<file path="src/rtl/servo_pwm_decoder.sv">
// servo_pwm_decoder: measures the high time of a servo PWM pulse train in clk
// cycles, reports accepted widths, gripper open/close decode, malformed pulses
// and loss of signal.
module servo_pwm_decoder #(
  parameter int unsigned MIN_W   = 6000,
  parameter int unsigned MAX_W   = 30000,
  parameter int unsigned THRESH  = 18000,
  parameter int unsigned TIMEOUT = 480000
) (
  input  logic        clk,
  input  logic        rst,
  input  logic        pwm_in,
  output logic [17:0] pos,
  output logic        valid,
  output logic        open_det,
  output logic        present,
  output logic        err_short,
  output logic        err_long
);

  localparam int unsigned WW = 18;
  localparam int unsigned TW = 20;

  localparam logic [WW-1:0] MIN_C    = WW'(MIN_W);
  localparam logic [WW-1:0] MAX_C    = WW'(MAX_W);
  localparam logic [WW-1:0] THRESH_C = WW'(THRESH);
  localparam logic [TW-1:0] TO_C     = TW'(TIMEOUT);

  typedef enum logic [1:0] {
    ARM_WAIT = 2'd0,
    LOW      = 2'd1,
    HIGH     = 2'd2
  } state_t;

  state_t        state, state_n;
  logic          s_meta, s, s_d;
  logic          rise, fall;
  logic [WW-1:0] wcnt, wcnt_n;
  logic [TW-1:0] tcnt, tcnt_n;
  logic [WW-1:0] pos_n;
  logic          open_n, valid_n, present_n, err_short_n, err_long_n;
  logic          accept;

  // Two-flop synchronizer plus edge-detect delay. Reset to 1 so a line that is
  // already high at reset release is never mistaken for a fresh rising edge;
  // ARM_WAIT only proceeds once a genuine low has come through.
  always_ff @(posedge clk or posedge rst) begin
    if (rst) begin
      s_meta <= 1'b1;
      s      <= 1'b1;
      s_d    <= 1'b1;
    end else begin
      s_meta <= pwm_in;
      s      <= s_meta;
      s_d    <= s;
    end
  end

  assign rise = s & ~s_d;
  assign fall = ~s & s_d;

  // State, counters and registered outputs.
  always_ff @(posedge clk or posedge rst) begin
    if (rst) begin
      state     <= ARM_WAIT;
      wcnt      <= '0;
      tcnt      <= '0;
      pos       <= '0;
      open_det  <= 1'b0;
      valid     <= 1'b0;
      present   <= 1'b0;
      err_short <= 1'b0;
      err_long  <= 1'b0;
    end else begin
      state     <= state_n;
      wcnt      <= wcnt_n;
      tcnt      <= tcnt_n;
      pos       <= pos_n;
      open_det  <= open_n;
      valid     <= valid_n;
      present   <= present_n;
      err_short <= err_short_n;
      err_long  <= err_long_n;
    end
  end

  // Next-state, width measurement and pulse classification.
  always_comb begin
    state_n     = state;
    wcnt_n      = wcnt;
    pos_n       = pos;
    open_n      = open_det;
    valid_n     = 1'b0;
    err_short_n = 1'b0;
    err_long_n  = 1'b0;
    accept      = 1'b0;

    case (state)
      ARM_WAIT: begin
        if (!s) state_n = LOW;
      end
      LOW: begin
        if (rise) begin
          wcnt_n  = WW'(1);
          state_n = HIGH;
        end
      end
      HIGH: begin
        if (fall) begin
          if (wcnt >= MIN_C) begin
            accept  = 1'b1;
            pos_n   = wcnt;
            open_n  = (wcnt < THRESH_C);
            valid_n = 1'b1;
          end else begin
            err_short_n = 1'b1;
          end
          state_n = LOW;
        end else if (wcnt == MAX_C) begin
          err_long_n = 1'b1;
          state_n    = ARM_WAIT;
        end else begin
          wcnt_n = wcnt + WW'(1);
        end
      end
      default: state_n = ARM_WAIT;
    endcase
  end

  // Signal-loss timer; an accept on the timeout cycle keeps present high.
  always_comb begin
    tcnt_n    = tcnt;
    present_n = present;
    if (tcnt == TO_C) begin
      present_n = 1'b0;
    end else begin
      tcnt_n = tcnt + TW'(1);
    end
    if (accept) begin
      tcnt_n    = '0;
      present_n = 1'b1;
    end
  end

endmodule
</file>
<file path="config.mk">
export PLATFORM = sky130hd
export DESIGN_NAME = servo_pwm_decoder
export DESIGN_NICKNAME = d
export VERILOG_FILES = /design/src/rtl/servo_pwm_decoder.sv
export SDC_FILE = /design/constraint.sdc
export NUM_CORES = 1
export LEC_CHECK = 0
export ABC_AREA = 1
export BUFFER_PORTS_ARGS = -buffer_cell sky130_fd_sc_hd__buf_2
export CAP_MARGIN = 20
export CORE_AREA = 2 2 113 115
export CTS_BUF_LIST = sky130_fd_sc_hd__clkbuf_8
export CTS_CLUSTER_DIAMETER = 60
export DETAILED_ROUTE_END_ITERATION = 10
export DIE_AREA = 0 0 115 117
export SYNTH_ARGS = -nofsm -noshare
export SYNTH_HDL_FRONTEND = slang
export SYNTH_SLANG_ARGS = --single-unit
</file>
<file path="constraint.sdc">
create_clock -name clk -period 3.42 [get_ports clk]
set_input_delay 0.684 -clock clk [delete_from_list [all_inputs] [get_ports clk]]
set_output_delay 0.684 -clock clk [all_outputs]
set_load 0.01 [all_outputs]
</file>
**Word level (Yosys, flattened, before mapping)**

Index checks and enable logic that the tools add are counted.

- Memory bits (read-only): 0
- Latch bits: 0
- Flip-flop bits (word level): 66
- Input bits: 3
- Output and inout bits: 23
- Memory bits (writable): 0
- Memories: 0

- Mux-type cells: 22
- Equality and inequality tests: 10
- $lt $le $gt $ge: 2
- Shift-type cells: 0
- Div/mod/pow operators: 0
- Reductions and logical operators: 6
- Bitwise operators: 4
- $mul: 0
- Add/subtract/negate cells: 2

Operators with widths:

| cell | count |
|---|---|
| 18-bit two-way mux | 3 |
| 20-bit two-way mux | 2 |
| 18-bit one-hot mux with 2 select lines | 1 |
| 20-bit by 1-bit adder with 20-bit output (second input constant) | 1 |
| 20-bit by 19-bit equality test with 1-bit output (second input constant) | 1 |
| 18-bit by 1-bit adder with 18-bit output (second input constant) | 1 |
| 18-bit by 15-bit equality test with 1-bit output (second input constant) | 1 |
| 18-bit by 13-bit >= comparator with 1-bit output (second input constant) | 1 |
| 18-bit by 15-bit less-than comparator with 1-bit output (second input constant) | 1 |
| 1-bit two-way mux | 11 |
| 2-bit != test (second input constant) | 5 |
| 2-bit two-way mux | 4 |
| 2-bit one-hot mux with 3 select lines | 1 |
| 3-bit AND reduction | 2 |
| 4-bit AND reduction | 1 |
| 2-bit nonzero test | 2 |
| 3-bit != test (second input constant) | 1 |
| 1-bit bitwise AND | 2 |
| 2-bit by 1-bit equality test with 1-bit output (second input constant) | 1 |
| 2-bit equality test (second input constant) | 1 |
| 2-bit logical NOT | 1 |
| 1-bit inverter | 2 |

**Depth between registers and ports, before layout**

Gate-level depths: netlist of the first run.

- Word-level depth: 5
- Gate-level depth with buffers: 11
- Mapped depth without buffers: 11

**Worst setup path after synthesis of the first run**

No wires, ideal clock.

- Kind: register to register
- Start: register wcnt[0]
- End: register wcnt[5]
- Path slack: 1905 ps
- Path buffers: 1
- Cell stages (with the launch flop): 11
- Arrival: 1396 ps
- Period minus slack after synthesis: 1515 ps
- Cell sequence: dfrtp_1 > inv_1 > ha_1 > nand3_1 > nor2_1 > nand3_1 > nand2_1 > nand2_2 > buf_6 > nand2_1 > o21ai_2

- Longest elaborated chain between the ends: 4

Ends and longest elaborated chain:

| what | RTL line | source |
|---|---|---|
| from (decl) | 38 | `logic [WW-1:0] wcnt, wcnt_n;` |
| from (signal assigned) | 76 | `wcnt <= wcnt_n;` |
| 18-bit by 1-bit adder with 18-bit output | 123 | `wcnt_n = wcnt + WW'(1);` |
| 18-bit two-way mux | 119 | `end else if (wcnt == MAX_C) begin` |
| 18-bit two-way mux | 109 | `if (fall) begin` |
| 18-bit one-hot mux with 2 select lines | 98 | `case (state)` |

Several ways; a longest one is shown, not always the timed one. The select of a mux whose other input is x is not followed.
A chain may end at the register's enable or synchronous reset.

**Worst setup path in the final report of the first run**

- Start: register wcnt[0]
- End: register wcnt[1]

The elaborated chain is that of the path after synthesis.

==> summary.md, run 1 <==
| Metric | Value |
|---|---|
| Clk buf depth | 2 |
| Maxcap violations | 0 |
| RSZ-0062 raised after global routing | no |
| Routed WL | between 8000 and 9000 um |
| Overall power | roughly 1700 uW |
| Cells after DPL | around 640 |
| Power Density | 415 nW/um^2 |
| Synth unique cells | 31 |
| Layout cell share with drive strength beyond 1 | 0.141 |
| CTS tree | done |
| Largest family of logic cells by synthesized area | simple AND/OR/NAND/NOR gates |
| P_leak | about 0.0019 uW |
| CTS Buf Count | 9 |
| Final #Nets | 506 |
| Worst Setup Start Kind | flop |
| Setup tns final | 0 ps |
| Fillers | between 1000 and 1500 |
| Die W | 115 um |
| Crit path max fanout | 23 |
| Non-Filler Instances | between 600 and 700 |
| Most common cell after layout, fill and taps aside | nand2_1 |
| Final hold violations | 0 |
| Largest net degree at the start of global routing | slightly below 60 |
| First-pass GRT wire length | roughly 14000 um |
| First-pass detailed-route iteration total | 4 |
| Status | completed |
| Post-CTS sizing | 0 |
| Final period util | 0.587 |
| Final Core Density | 0.328 |
| Critical path, cell by cell | inv_1 > ha_1 > nand3_1 > nor2_1 > nand3_1 > nand2_1 > nand2_2 > nand3_1 > nand2_1 |
| Vias per cell | about 4.6 |
| Synth Area in Adders | 0.0139 |
| Via count | between 2000 and 3000 |
| H-tree Lvls | 3 |
| Vias in the first global route | between 2000 and 3000 |
| Initial antenna violation count | 0 |
| WP data required | between 3000 and 4000 ps |
| Crit-path max cell delay | 460 ps |
| Syn avg cell area | 7.62 um^2 |
| Post-CTS setup buffers | 0 |
| PortBufs | 25 |
| Synth Area in Compound Gates | 0.101 |
| CTS sink cnt | 66 |
| Flops & latches, synth | 66 |
| Synth Area in Simple Gates | 0.309 |
| Syn nets | roughly 480 |
| Commonest non-fill, non-tap cells in the layout | 125 x nand2_1, 70 x nor2_1, 63 x dfrtp_1, 55 x inv_1, 36 x nand3_1 |
| Io pins | 26 |
| Pins Over Slew Limit | 0 |
| Residual DRC | 0 |
| Layout area overhead | 12.6% |
| Setup violators final | 0 |
| DRT iter0 DRCs | 247 |
| Multiplexer share of the synthesized area | 0 |
| Critical Setup Path Class | reg -> reg |
| CP endpoint kind | flop |
| Row Count | 41 |
| Final GP Congestion | 0.847 |
| Fraction of synthesized cell area in xor and xnor cells | 0.0293 |
| Core area | 12300 um^2 |
| Slowest stage cell on the critical path | dfrtp_1 |
| Crit path top cell by count | nand3_1 |
| Clock Skew | just over 9 ps |
| Root Buffer | clkbuf_8 |
| Die H | 117 um |
| Register area share after synthesis | 0.461 |
| Post-Syn Area | between 3000 and 4000 um^2 |
| Clk slew on worst S/H paths | approximately 60 ps |
| Initial Utilization | 0.291 |
| Post-DP HPWL | between 5000 and 6000 um |
| Max-slew headroom | 0.526 |
| DR WL/cell | 12.3 um |
| Maximum clock rate | approximately 0.50 GHz |
| Post-CTS Hold Buffers | 0 |
| Die ar. | ~13000 um^2 |
| Worst Path Arrival | roughly 2200 ps |
| Peak VDD IR | 0.191 mV |
| Overflow after GRT | 0 |
| CP top delay family | simple AND/OR/NAND/NOR gates |
| Buffers & Inverters on Critical Path | 1 |
| Diodes inserted | 0 |
| Hold Path Class | reg -> reg |
| Tmin final | approximately 2000 ps |
| Clock latency on the worst-skew pair | 360 ps |
| Total GRT Usage | 0.129 |
| Synth Instances | about 470 |
| Yosys warns | 0 |
| Routed Antenna Nets | 0 |
| Tightest Pin Transition | 711 ps |
-- registers in the layout (all words and copies together), names as in the netlist --
register,cells
tcnt,20
pos,18
wcnt,18
state,2
err_long,1
err_short,1
open_det,1
present,1
s,1
s_d,1
s_meta,1
valid,1
-- area by class of cell --
class / count / area, um^2 / area share
timing repair buffer: 28 / 160 / 0.0397
multi-input combinational: 338 / 1630 / 0.403
inverter: 56 / 210 / 0.0520
sequential: 66 / 1660 / 0.410
clock inverter: 5 / 47.5 / 0.0118
clock buffer: 11 / 151 / 0.0375
tap: 150 / 188 / 0.0465
-- cell usage after synthesis (all sizes together) --
| master | number | area share |
|---|---|---|
| nand2 | 127 | 0.13 |
| nor2 | 72 | 0.078 |
| dfrtp | 63 | 0.44 |
| inv | 56 | 0.059 |
| o21ai | 46 | 0.080 |
| nand3 | 36 | 0.050 |
| nor3 | 16 | 0.025 |
| xor2 | 12 | 0.029 |
| a21oi | 11 | 0.016 |
| buf | 10 | 0.026 |
| nand4 | 6 | 0.010 |
| ha | 4 | 0.014 |
| dfstp | 3 | 0.022 |
| nor4 | 2 | 0.0035 |
| a31oi | 1 | 0.0017 |
| and2 | 1 | 0.0017 |
| clkbuf | 1 | 0.0010 |
| nand3b | 1 | 0.0021 |
| nor3b | 1 | 0.0021 |
| o32a | 1 | 0.0028 |
| or2 | 1 | 0.0017 |
-- through the flow --
step / cell area [um^2] / setup WS [ps] / hold slack, ps
global route: 4040 / 1220 / 359
CTS: 4020 / 1040 / 358
global placement: 3820 / 1170 / 346
finish: 4040 / 1410 / 357
floorplan: 3590 / 1090 / 345
detailed placement: 3820 / 1050 / 348
-- kinds of logic after synthesis --
kind of cell,Yosys count
xor gates and xnor gates,12
DFF,66
buffers and inverters,67
AOI/OAI and AO/OA,59
adders and majority gates,4
and+or+nand+nor,263
-- per-layer routing --
| metal | vias up | routed length (um) | part of all wire | GRT usage |
|---|---|---|---|---|
| met3 | 12 | 222 | 0.028 | 0.0396 |
| met1 | 1385 | 3690 | 0.46 | 0.154 |
| met2 | 36 | 4000 | 0.50 | 0.226 |
| met4 | 0 | 114 | 0.014 | 0.0369 |
| li1 | 1566 | - | - | - |
| met5 | - | 0 | 0 | 0 |
-- report_power, final --
group          switching [uW]  internal, uW  leakage, uW
Clock                     299           369     0.000112
Combinational             125          41.6     0.000859
Sequential               35.3           805     0.000891
-- path summary, 6_finish.rpt --
kind                              start       end  slack, ps  cells past startpoint
worst max-delay path            wcnt[0]   wcnt[1]       1410                      9
worst min-delay path             s_meta         s        360                      0
worst max register to register  wcnt[0]   wcnt[1]       1410                      9
worst min register to register   s_meta         s        360                      0
max in group asynchronous           rst       s_d       2200                      3
min in group asynchronous           rst  tcnt[13]        440                      2
Power figures use the tool's default switching activity.
==> run 2, diff against run 1 <==
==> constraint.sdc (replaced) <==
create_clock -name clk -period 2 [get_ports clk]
set_input_delay 0.4 -clock clk [delete_from_list [all_inputs] [get_ports clk]]
set_output_delay 0.4 -clock clk [all_outputs]
set_load 0.01 [all_outputs]
==> run 2 against run 1 <==
Compared with the run above: fmax grew 9.0%; count of clock-buffer cells in the layout shrank 1; core utilization grew 0.34 points; non-clock buffer count grew 10; sequential power grew 69%; global-route usage is essentially flat; worst setup slack lost 1300 ps; sequential share of layout area shrank 0.41 points.
==> summary.md, run 2 (synthesized netlist as in run 1, its figures left out) <==
| Metric | Value |
|---|---|
| Die ar. | roughly 13000 um^2 |
| Overflow after GRT | 0 |
| Final Core Density | 0.331 |
| Peak VDD IR | 0.298 mV |
| Total GRT Usage | 0.129 |
| First-pass GRT wire length | approximately 14000 um |
| Die H | roughly 120 um |
| Power Density | about 660 nW/um^2 |
| Max-slew headroom | 0.631 |
| H-tree Lvls | 3 |
| Final #Nets | 516 |
| Final period util | 0.921 |
| DR WL/cell | roughly 12 um |
| Vias per cell | between 4 and 5 |
| Commonest non-fill, non-tap cells in the layout | 125 x nand2_1, 70 x nor2_1, 63 x dfrtp_1, 54 x inv_1, 36 x nand3_1 |
| Non-Filler Instances | 660 |
| Routed WL | between 8000 and 9000 um |
| Core area | between 10000 and 15000 um^2 |
| Row Count | 41 |
| Root Buffer | clkbuf_8 |
| Layout cell share with drive strength beyond 1 | 0.151 |
| Tmin final | 1840 ps |
| CTS sink cnt | between 60 and 70 |
| First-pass detailed-route iteration total | 4 |
| Post-CTS setup buffers | 0 |
| Residual DRC | 0 |
| Crit path max fanout | 23 |
| CTS Buf Count | 9 |
| Setup violators final | 0 |
| Tightest Pin Transition | between 500 and 600 ps |
| Clk buf depth | 2 |
| Final hold violations | 0 |
| Setup tns final | 0 ps |
| Maximum clock rate | between 0.5 and 0.6 GHz |
| Routed Antenna Nets | 0 |
| Hold Path Class | in -> reg |
| WP data required | roughly 2200 ps |
| Layout area overhead | 13.7% |
| Diodes inserted | 0 |
| Initial antenna violation count | 0 |
| Clk slew on worst S/H paths | roughly 70 ps |
| Vias in the first global route | roughly 3000 |
| Clock Skew | 7.63 ps |
| Io pins | 26 |
| Cells after DPL | 647 |
| Max FFs per register | 20 |
| Worst Path Arrival | 2050 ps |
| Post-CTS sizing | 0 |
| P_leak | about 0.0019 uW |
| CP endpoint kind | flop |
| Die W | 115 um |
| Most common cell after layout, fill and taps aside | nand2_1 |
| Biggest regs | tcnt x20, pos x18, wcnt x18 |
| Worst Setup Start Kind | flop |
| Pins Over Slew Limit | 0 |
| Maxcap violations | 0 |
| Final GP Congestion | between 0.9 and 1 |
| CTS tree | done |
| Clock latency on the worst-skew pair | ~340 ps |
| Largest net degree at the start of global routing | 66 |
| DRT iter0 DRCs | 185 |
| Via count | 3083 |
| RSZ-0062 raised after global routing | no |
| Critical Setup Path Class | reg -> reg |
| Initial Utilization | 0.291 |
| PortBufs | 25 |
| Status | completed |
| Biggest register | tcnt |
| Post-DP HPWL | 5990 um |
run 2: cell types whose count changed in the layout (fill, tap and decap cells not counted), sizes merged:
cell         before  now
buf              28   37
inv              58   56
bufinv            1    0
clkinvlp          0    1
clkinv            2    1
clkbuf           11   10
dlygate4sd3       0    1
run 2: path summary, 6_finish.rpt:
| check | from | slack, ps | to | depth (start not counted) |
|---|---|---|---|---|
| max | wcnt[1] | 160 | wcnt[10] | 9 |
| min | pwm_in | 160 | s_meta | 1 |
| max reg2reg | wcnt[1] | 160 | wcnt[10] | 9 |
| min reg2reg | s_meta | 360 | s | 0 |
| max in group asynchronous | rst | 960 | s_meta | 4 |
| min in group asynchronous | rst | 470 | pos[16] | 3 |
run 2: metal layers:
metal,global-route usage,routed length [um],vias up
li1,-,-,1575
met1,0.161,3760,1439
met2,0.219,3920,56
met3,0.0324,289,13
met4,0.0394,94,0
met5,0,0,-
run 2: through the flow:
step	hold WS [ps]	setup slack, ps	power [uW]	cell area, um^2
3_5_place_dp	289	190	1800	3920
2_1_floorplan	345	485	1710	3590
5_1_grt	133	11.6	2820	4080
6_report	159	158	2680	4080
3_3_place_gp	288	252	1790	3920
4_1_cts	137	164	2730	4080
run 2: final cells by class:
class,instances,area (um^2)
flip-flops and latches,66,1660
clock buffers,10,138
inverters,56,214
multi-input cells,338,1630
repair buffers,38,250
fillers,1316,8230
well taps,150,188
clock inverters,2,8.76
run 2: timing repair:
action                                 CTS  global route
hold buffers                             1             0
setup endpoints to repair                0             0
endpoints found under the hold margin    1             0
run 2: worst max-delay path, cell delays in order, from the launching register on:
cell and delay [ps]:
dfrtp_1 420, inv_1 110, ha_1 150, nand3_1 70, nor2_1 120, nand3_1 130
nand2_1 120, nand2_2 320, nand2_1 200, o21ai_2 60
run 2: power breakdown:
group,switching [uW],internal [uW],leakage [uW],total [uW]
logic,242,109,0.000905,351
registers,47.4,1380,0.000891,1420
clock network,458,449,0.0000811,906
total,747,1930,0.00188,2680
==> run 3, diff against run 2 <==
--- a/config.mk
+++ b/config.mk
@@ -8,11 +8,11 @@
 export ABC_AREA = 1
 export BUFFER_PORTS_ARGS = -buffer_cell sky130_fd_sc_hd__buf_2
 export CAP_MARGIN = 20
-export CORE_AREA = 2 2 113 115
+export CORE_AREA = 2 2 126 103
 export CTS_BUF_LIST = sky130_fd_sc_hd__clkbuf_8
 export CTS_CLUSTER_DIAMETER = 60
 export DETAILED_ROUTE_END_ITERATION = 10
-export DIE_AREA = 0 0 115 117
+export DIE_AREA = 0 0 128 105
 export SYNTH_ARGS = -nofsm -noshare
 export SYNTH_HDL_FRONTEND = slang
 export SYNTH_SLANG_ARGS = --single-unit
==> run 3 against run 2 <==
Compared with the run above: die area decreased by 0.11%; total power increased by 16%; routed wire length increased by 0.32%; global-route usage increased by 0.15 points; first-iteration DRC count increased by 3.8%; count of clock-buffer cells in the layout decreased by 1; critical path type unchanged; critical endpoint is now wcnt[3].
==> summary.md, run 3 (synthesized netlist as in run 1, its figures left out) <==
| Metric | Value |
|---|---|
| Biggest regs | tcnt x20, pos x18, wcnt x18 |
| Row Count | 36 |
| Final #Nets | approximately 500 |
| First-pass detailed-route iteration total | 4 |
| Post-DP HPWL | 6030 um |
| Clk slew on worst S/H paths | 70 ps |
| Tightest Pin Transition | 528 ps |
| Clk buf depth | 2 |
| Fin area | 4140 um^2 |
| DR WL/cell | ~12 um |
| Most common cell after layout, fill and taps aside | nand2_1 |
| Post-CTS sizing | 0 |
| Max-slew headroom | 0.648 |
| Clock latency on the worst-skew pair | 350 ps |
| CTS Buf Count | 9 |
| Io pins | 26 |
| Pins Over Slew Limit | 0 |
| CTS tree | done |
| CTS sink cnt | 66 |
| Worst Path Arrival | about 2000 ps |
| Worst hold slack | between 80 and 90 ps |
| Layout cell share with drive strength beyond 1 | 0.152 |
| Total GRT Usage | 0.130 |
| Tmin final | roughly 1800 ps |
| Post-CTS setup buffers | 0 |
| Setup tns final | 0 ps |
| Routed WL | 8090 um |
| Worst Setup Start Kind | flop |
| Largest net degree at the start of global routing | 58 |
| Commonest non-fill, non-tap cells in the layout | 125 x nand2_1, 69 x nor2_1, 63 x dfrtp_1, 54 x inv_1, 36 x nand3_1 |
| Vias per cell | 4.68 |
| Final GP Congestion | between 0.8 and 0.9 |
| Crit path max fanout | 15 |
| P_leak | 0.00190 uW |
| First-pass GRT wire length | between 10000 and 15000 um |
| Overflow after GRT | 0 |
| Final hold violations | 0 |
| CP endpoint kind | flop |
| Hold Path Class | in -> async |
| Setup violators final | 0 |
| Post-CTS Hold Buffers | 0 |
| Die W | between 100 and 150 um |
| Grt met3 use | 0.0374 |
| PortBufs | 25 |
| Critical Setup Path Class | reg -> reg |
| RSZ-0062 raised after global routing | no |
| Root Buffer | clkbuf_8 |
| Initial antenna violation count | 0 |
| Peak VDD IR | about 0.46 mV |
| Die ar. | approximately 13000 um^2 |
| Final period util | 0.892 |
| Routed Antenna Nets | 0 |
| Power Density | about 750 nW/um^2 |
| GRT busiest layer | met2 |
| Maximum clock rate | 0.561 GHz |
| Fillers | around 1300 |
| Vias in the first global route | slightly above 3000 |
| Via count | around 3100 |
| Met1 Usage GRT | 0.168 |
| Final Core Density | 0.343 |
| Maxcap violations | 0 |
| Initial Utilization | 0.297 |
| Biggest register | tcnt |
| WP data required | roughly 2200 ps |
| Diodes inserted | 0 |
| Residual DRC | 0 |
| Placed inst area | about 4000 um^2 |
| H-tree Lvls | 3 |
| GR Util met2 | 0.210 |
| Core area | about 12000 um^2 |
| Status | completed |
| Layout area overhead | 15.4% |
| Max FFs per register | 20 |
| DRT iter0 DRCs | approximately 190 |
| Clock Skew | 9.61 ps |
| Die H | around 110 um |
run 3: cell type report:
class | instances | area, um^2 | share of cell area
clock buffer | 9 | 124 | 0.0299
clock inverter | 7 | 109 | 0.0263
inverter | 56 | 214 | 0.0517
multi-input combinational | 338 | 1630 | 0.395
sequential | 66 | 1660 | 0.400
tap | 152 | 190 | 0.0459
timing repair buffer | 32 | 215 | 0.0520
run 3: worst paths after layout:
| kind | end | slack, ps | cells past startpoint | from |
|---|---|---|---|---|
| max | wcnt[3] | 220 | 10 | wcnt[0] |
| min | pos[15] | 90 | 2 | rst |
| max reg2reg | wcnt[3] | 220 | 10 | wcnt[0] |
| min reg2reg | s | 360 | 0 | s_meta |
| max in group asynchronous | wcnt[3] | 1360 | 3 | rst |
| min in group clk | s_meta | 150 | 1 | pwm_in |
run 3: metrics by stage:
step                      std cells  total power (uW)  setup WS (ps)
final                           660              3110            216
after CTS                       660              3160            161
after floorplan                 471              1710            485
after global routing            660              3270           29.7
after global placement          644              1800            260
after detailed placement        644              1810            180
run 3: layer usage:
layer / up-vias / share of wire / wire, um
li1: 1565 / - / -
met1: 1453 / 0.48 / 3860
met2: 61 / 0.47 / 3770
met3: 12 / 0.042 / 341
met4: 0 / 0.014 / 117
met5: - / 0 / 0
run 3: power by group:
| group | total, uW | internal [uW] | switching (uW) | leakage [uW] |
|---|---|---|---|---|
| Clock | 1330 | 817 | 511 | 0.000124 |
| Combinational | 350 | 118 | 232 | 0.000883 |
| Sequential | 1440 | 1380 | 60.6 | 0.000891 |
| Total | 3110 | 2310 | 804 | 0.00190 |
run 3: worst max-delay path: stages, from the launching register on:
cell and delay (ps):
dfrtp_1 450, inv_1 140, ha_1 170, nand3_1 80, nor2_1 110, nand3_1 140
nand2_1 160, nand2_4 120, buf_12 170, nand2_1 70, o21ai_2 50
